$ cat src/rtl/hazard_ctrl_pkg.sv
// Shared pipeline-control definitions: hazard FSM encodings, interrupt
// sequence length and the load-use hazard predicate.
package hazard_ctrl_pkg;

    localparam int INT_SEQ_LEN = 4;
    localparam logic [2:0] INT_BASE = 3'd3;

    // Interrupt states are consecutive codes, so the last one is derived from the sequence length.
    typedef enum logic [2:0] {
        IDLE      = 3'd0,
        RET_W1    = 3'd1,
        RET_W2    = 3'd2,
        INT_FLUSH = INT_BASE,
        INT_PC    = INT_BASE + 3'd1,
        INT_FLG   = INT_BASE + 3'd2,
        INT_VEC   = INT_BASE + 3'(INT_SEQ_LEN - 1)
    } hz_state_t;

    function automatic logic load_use(
        input logic       rd_en_e,
        input logic       wr_en_e,
        input logic [1:0] rb_e,
        input logic [1:0] ra_d,
        input logic [1:0] rb_d,
        input logic       use_ra,
        input logic       use_rb
    );
        return rd_en_e & wr_en_e &
               ((use_ra & (ra_d == rb_e)) | (use_rb & (rb_d == rb_e)));
    endfunction

endpackage

$ cat src/rtl/hazard_ctrl_intr_pending.sv
// Rising-edge detector on the interrupt line with a sticky pending flag that
// also remembers edges arriving while an interrupt is already being serviced.
module intr_pending (
    input  logic clk,
    input  logic reset,
    input  logic intr,
    input  logic service,
    input  logic clear,
    output logic pending
);

    logic intr_reg;
    logic pending_reg;
    logic queued_reg;
    logic rise;

    assign rise    = intr & ~intr_reg;
    assign pending = pending_reg;

    // An edge seen mid-service is parked in queued_reg so the vector-state clear cannot lose it.
    always_ff @(posedge clk or negedge reset) begin
        if (!reset) begin
            intr_reg    <= 1'b0;
            pending_reg <= 1'b0;
            queued_reg  <= 1'b0;
        end else begin
            intr_reg <= intr;
            if (clear) begin
                pending_reg <= rise | queued_reg;
                queued_reg  <= 1'b0;
            end else begin
                pending_reg <= pending_reg | rise;
                queued_reg  <= queued_reg | (rise & service);
            end
        end
    end

endmodule

$ cat src/rtl/hazard_ctrl.sv
// Pipeline hazard controller: load-use bubbles, branch/return flushes and the
// multi-cycle interrupt entry sequence.
module hazard_ctrl
    import hazard_ctrl_pkg::*;
(
    input  logic       clk,
    input  logic       reset,
    input  logic [1:0] RA_D,
    input  logic [1:0] RB_D,
    input  logic       use_ra_D,
    input  logic       use_rb_D,
    input  logic       rd_en_E,
    input  logic       wr_en_regf_E,
    input  logic [1:0] RB_E,
    input  logic       branch_taken_E,
    input  logic       is_ret_E,
    input  logic       intr,
    output logic       stall_F,
    output logic       stall_D,
    output logic       flush_D,
    output logic       flush_E,
    output logic       intr_push_pc,
    output logic       intr_push_flags,
    output logic       pc_sel_vec,
    output logic       intr_ack,
    output logic       busy
);

    hz_state_t state_reg;
    hz_state_t state_next;
    logic      pending;
    logic      hazard;
    logic      accept;
    logic      clear_pend;
    logic      service;

    assign hazard = load_use(rd_en_E, wr_en_regf_E, RB_E, RA_D, RB_D, use_ra_D, use_rb_D);

    intr_pending u_pending (
        .clk     (clk),
        .reset   (reset),
        .intr    (intr),
        .service (service),
        .clear   (clear_pend),
        .pending (pending)
    );

    always_ff @(posedge clk or negedge reset) begin
        if (!reset) begin
            state_reg <= IDLE;
        end else begin
            state_reg <= state_next;
        end
    end

    always_comb begin
        state_next      = state_reg;
        accept          = 1'b0;
        stall_F         = 1'b0;
        stall_D         = 1'b0;
        flush_D         = 1'b0;
        flush_E         = 1'b0;
        intr_push_pc    = 1'b0;
        intr_push_flags = 1'b0;
        pc_sel_vec      = 1'b0;
        intr_ack        = 1'b0;
        case (state_reg)
            IDLE: begin
                // Control transfers squash the bubble, so stall and flush of decode never coexist.
                if (branch_taken_E || is_ret_E) begin
                    flush_D = 1'b1;
                    flush_E = 1'b1;
                end else if (hazard) begin
                    stall_F = 1'b1;
                    stall_D = 1'b1;
                    flush_E = 1'b1;
                end
                if (is_ret_E) begin
                    state_next = RET_W1;
                end else if (pending && !branch_taken_E && !hazard) begin
                    accept     = 1'b1;
                    state_next = INT_FLUSH;
                end
            end
            RET_W1: begin
                flush_D    = 1'b1;
                flush_E    = 1'b1;
                state_next = RET_W2;
            end
            RET_W2: begin
                flush_D    = 1'b1;
                flush_E    = 1'b1;
                state_next = IDLE;
            end
            INT_FLUSH: begin
                stall_F    = 1'b1;
                flush_D    = 1'b1;
                flush_E    = 1'b1;
                state_next = INT_PC;
            end
            INT_PC: begin
                stall_F      = 1'b1;
                flush_D      = 1'b1;
                intr_push_pc = 1'b1;
                state_next   = INT_FLG;
            end
            INT_FLG: begin
                stall_F         = 1'b1;
                flush_D         = 1'b1;
                intr_push_flags = 1'b1;
                state_next      = INT_VEC;
            end
            INT_VEC: begin
                pc_sel_vec = 1'b1;
                intr_ack   = 1'b1;
                flush_D    = 1'b1;
                state_next = IDLE;
            end
            default: begin
                state_next = IDLE;
            end
        endcase
        // Outputs are combinational, so the asynchronous reset must also mask them directly.
        if (!reset) begin
            stall_F         = 1'b0;
            stall_D         = 1'b0;
            flush_D         = 1'b0;
            flush_E         = 1'b0;
            intr_push_pc    = 1'b0;
            intr_push_flags = 1'b0;
            pc_sel_vec      = 1'b0;
            intr_ack        = 1'b0;
        end
    end

    assign busy       = (state_reg != IDLE);
    assign clear_pend = (state_reg == INT_VEC);
    assign service    = accept || (state_reg == INT_FLUSH) ||
                        (state_reg == INT_PC) || (state_reg == INT_FLG);

endmodule

$ cat config.mk
export PLATFORM = sky130hd
export DESIGN_NAME = hazard_ctrl
export DESIGN_NICKNAME = d
export VERILOG_FILES = /design/src/rtl/hazard_ctrl_pkg.sv /design/src/rtl/hazard_ctrl_intr_pending.sv /design/src/rtl/hazard_ctrl.sv
export SDC_FILE = /design/constraint.sdc
export NUM_CORES = 1
export LEC_CHECK = 0
export CAP_MARGIN = 10
export CORE_AREA = 2 2 39 41
export DETAILED_ROUTE_END_ITERATION = 10
export DIE_AREA = 0 0 41 43
export HOLD_SLACK_MARGIN = 0.02
export PLACE_DENSITY = 0.7
export SYNTH_ARGS = -nofsm -noshare
export SYNTH_HDL_FRONTEND = slang
export SYNTH_SLANG_ARGS = --single-unit
$ cat constraint.sdc
create_clock -name clk -period 1.6 [get_ports clk]
set_input_delay 0.24 -clock clk [delete_from_list [all_inputs] [get_ports clk]]
set_output_delay 0.24 -clock clk [all_outputs]
set_load 0.02 [all_outputs]
==> results.md <==
* Top post-synthesis cells by count: dfrtp_1 (6), nor2_1 (4), nor2b_1 (4), nand2_1 (3)
* Top_reg_cell synth: dfrtp_1
* Crit-path cells: or2_4, buf_12, o41a_1, buf_6
* Max-slew violation count at 0
* Area leader, netlist: dfrtp_1
* Max VDD drop at 0.6811 mV
* Input/output buffers at 23
* Final-layout fill cell count at 132
* Antenna-violating nets left at 0
* Non-filler cells, final at 101
* Synth top area cells: dfrtp_1 (34%), nor2b_1 (5.7%), o22ai_2 (5.7%), nor4_4 (4.8%), xnor2_1 (4.0%)
* Dpl hpwl at 874 um
* Final wirelength at 1132 um
* Final period demand of the worst path at 1.789 ns
* Violated checks: setup timing
* Hold Path Class: in -> async
* GRT overflow at 0
* Num CTS Buffers at 3
* DRT met1 WL at 444 um
* CP Launch Type: flop
* Max cap viols at 0
* Synth Warn # at 0
* Pwr dens at 1316 nW/um2
* Wire per inst at 11.21 um
* CTS clk-pin slew, worst paths at 0.05 ns
* Clock Latency Late Sink at 0.25 ns
* Share of Yosys cell area claimed by the top area cell type at 34.09%
* Final Instance Area at 838.3 um2
* Data arrival, critical path at 1.55 ns
* Clock Root Buffer: clkbuf_4
* Clock buffer depth at 2
* Gpl congestion at 0.7482
* Post-route DRC violation count at 0
* Final Cycle Share at 111.8%
* Initial DRC Count at 1
* Syn avg cell area at 9.574 um2
* Largest register FFs at 3
* Max Clk Rate at 558.9 MHz
* Post-synthesis cell area at 440.4 um2
* Top-count cell post-synth: dfrtp_1
* Fin. Hold Viols at 0
* Crit path max-delay cell type: dfrtp_1
* DP Area at 768.2 um2
* Ant. Diodes at 0
* GRT Util Overall at 15.59%
* Sequential-to-total area share from yosys stat at 34.09%
* CP max stage delay at 0.38 ns
* Status: complete, but fails checks
* Worst slew pin tran at 0.2193 ns
* Largest net degree at the start of global routing at 8
* Normalized max-slew margin at 84.96%
* #FFs+latches synth at 6
* Cells after synthesis at 46
* Worst-path maximum fanout at 4
* Highest metal used: met4
* H-tree depth at 1
* Final worst slack at -0.1894 ns
* Placed insts at 95
* Layout area overhead at 90.34%
* Syn_nets at 61
* Vias in the first global route at 497
* Final setup violating endpoints at 4
* Die Ht at 43 um
* CP Data Required Time at 1.36 ns
* Initial antenna violation count at 0
* Endpoint class of the critical path: output port
* Number of synthesized flops with an enable pin at 0
* Via count at 484
* Clock Skew at 0.007042 ns
* Clk sinks at 6
* Vias per cell at 4.792
* Ys async rst share at 100.0%
* Number of distinct library cells after synthesis at 27
* CTS tree: yes
* Initial Utilization at 31.83%
* DR WL met2 at 583 um
* CORE AREA at 1384 um2
* Leakage at 0.3846 nW
* Post-route setup TNS at -0.5061 ns
* Die extent in x at 41 um
* Share of cells above drive strength 1 at 42.35%
* Unrepaired setup endpoints after global routing: true
* # IOs at 24
* Post-layout net count at 102
* Hold slack final at 0.1738 ns
* Rows at 14
* Met3 Wirelength at 84 um
* Die ar. at 1763 um2
* Crit Path Category: reg -> out
* DRT Pass-1 Iters at 2
* Global-route wire length before repair at 1821 um
[logic make-up (layout without fill, tap and decap cells)]
kind of cell,count (synthesis),after routing,synth area share (%)
buf+inv,2,41,2.840
xor+xnor,4,4,7.956
flops,6,6,34.09
simple gates,25,25,37.22
compound gates,8,8,15.62
mux,1,1,2.273
[power by group]
group / total, W / internal (W) / switching (W)
Combinational: 0.000695 / 0.000398 / 0.000298
Sequential: 0.000267 / 0.000217 / 0.0000499
Clock: 0.000141 / 0.0000849 / 0.0000556
[metrics by stage]
stage               util (%)  power [W]  setup WS [ns]
floorplan                  -  0.0005994         0.1839
global placement       55.52  0.0008526        -0.6447
detailed placement     55.52  0.0008657        -0.6872
CTS                    58.05   0.001062        -0.2066
global route           60.58   0.001189        -0.2274
finish                 60.58   0.001103        -0.1894
[worst max-delay path: cells and delay by family (launching register included)]
| family | cells | cell delay [ns] |
|---|---|---|
| AO/OA/AOI/OAI | 1 | 0.37 |
| AND/OR/NAND/NOR | 1 | 0.28 |
| flip-flops | 1 | 0.38 |
| buffers and inverters | 2 | 0.27 |
[worst paths after layout]
path	from	endpoint	slack [ns]	cells past startpoint
min in group clk	intr	u_pending.intr_reg$_DFF_PN0_	0.47	1
hold / removal	reset	state_reg[0]$_DFFE_PN0P_	0.17	2
hold reg to reg	u_pending.queued_reg$_DFF_PN0_	u_pending.pending$_DFF_PN0_	0.48	1
setup reg to reg	state_reg[1]$_DFFE_PN0P_	u_pending.queued_reg$_DFF_PN0_	0.22	6
setup / recovery	state_reg[1]$_DFFE_PN0P_	flush_E	-0.19	4
max in group asynchronous	reset	state_reg[2]$_DFFE_PN0P_	1.30	2
[metal layers]
metal  global-route usage, %  vias to the layer above
li1                        -                      245
met1                   15.18                      216
met2                   26.88                       21
met3                   3.665                        2
met4                   10.00                        0
met5                       0                        -
[cell usage in the layout (no fill, tap or decap), types with 2 or more instances in the layout]
cell,synthesis,routed
buf_2,1,2
buf_4,1,15
buf_6,0,5
clkbuf_4,0,3
clkdlybuf4s50_1,0,11
dfrtp_1,6,5
dlymetal6s2s_1,0,2
nand2_1,3,3
nand3_1,2,2
nand4_1,2,2
nor2_1,4,3
nor2b_1,4,4
o22ai_2,2,2
xnor2_1,2,2
xor2_1,2,2
[layout make-up]
type | instances | area, um2 | share of cell area (%)
clock buffer | 3 | 22.52 | 2.687
multi-input combinational | 38 | 296.5 | 35.37
sequential | 6 | 151.4 | 18.06
tap | 16 | 20.02 | 2.388
timing repair buffer | 38 | 347.8 | 41.49
[what timing repair did]
| action | 4_1_cts | 5_1_grt |
|---|---|---|
| gates resized for setup | 43 | 11 |
| hold endpoints to repair | 0 | 0 |
| pin swaps | 5 | 7 |
| endpoints found under the setup margin | 9 | 7 |
| setup buffers | 3 | 1 |
| hold buffers | 0 | 0 |
(Power assumes the default switching activity.)
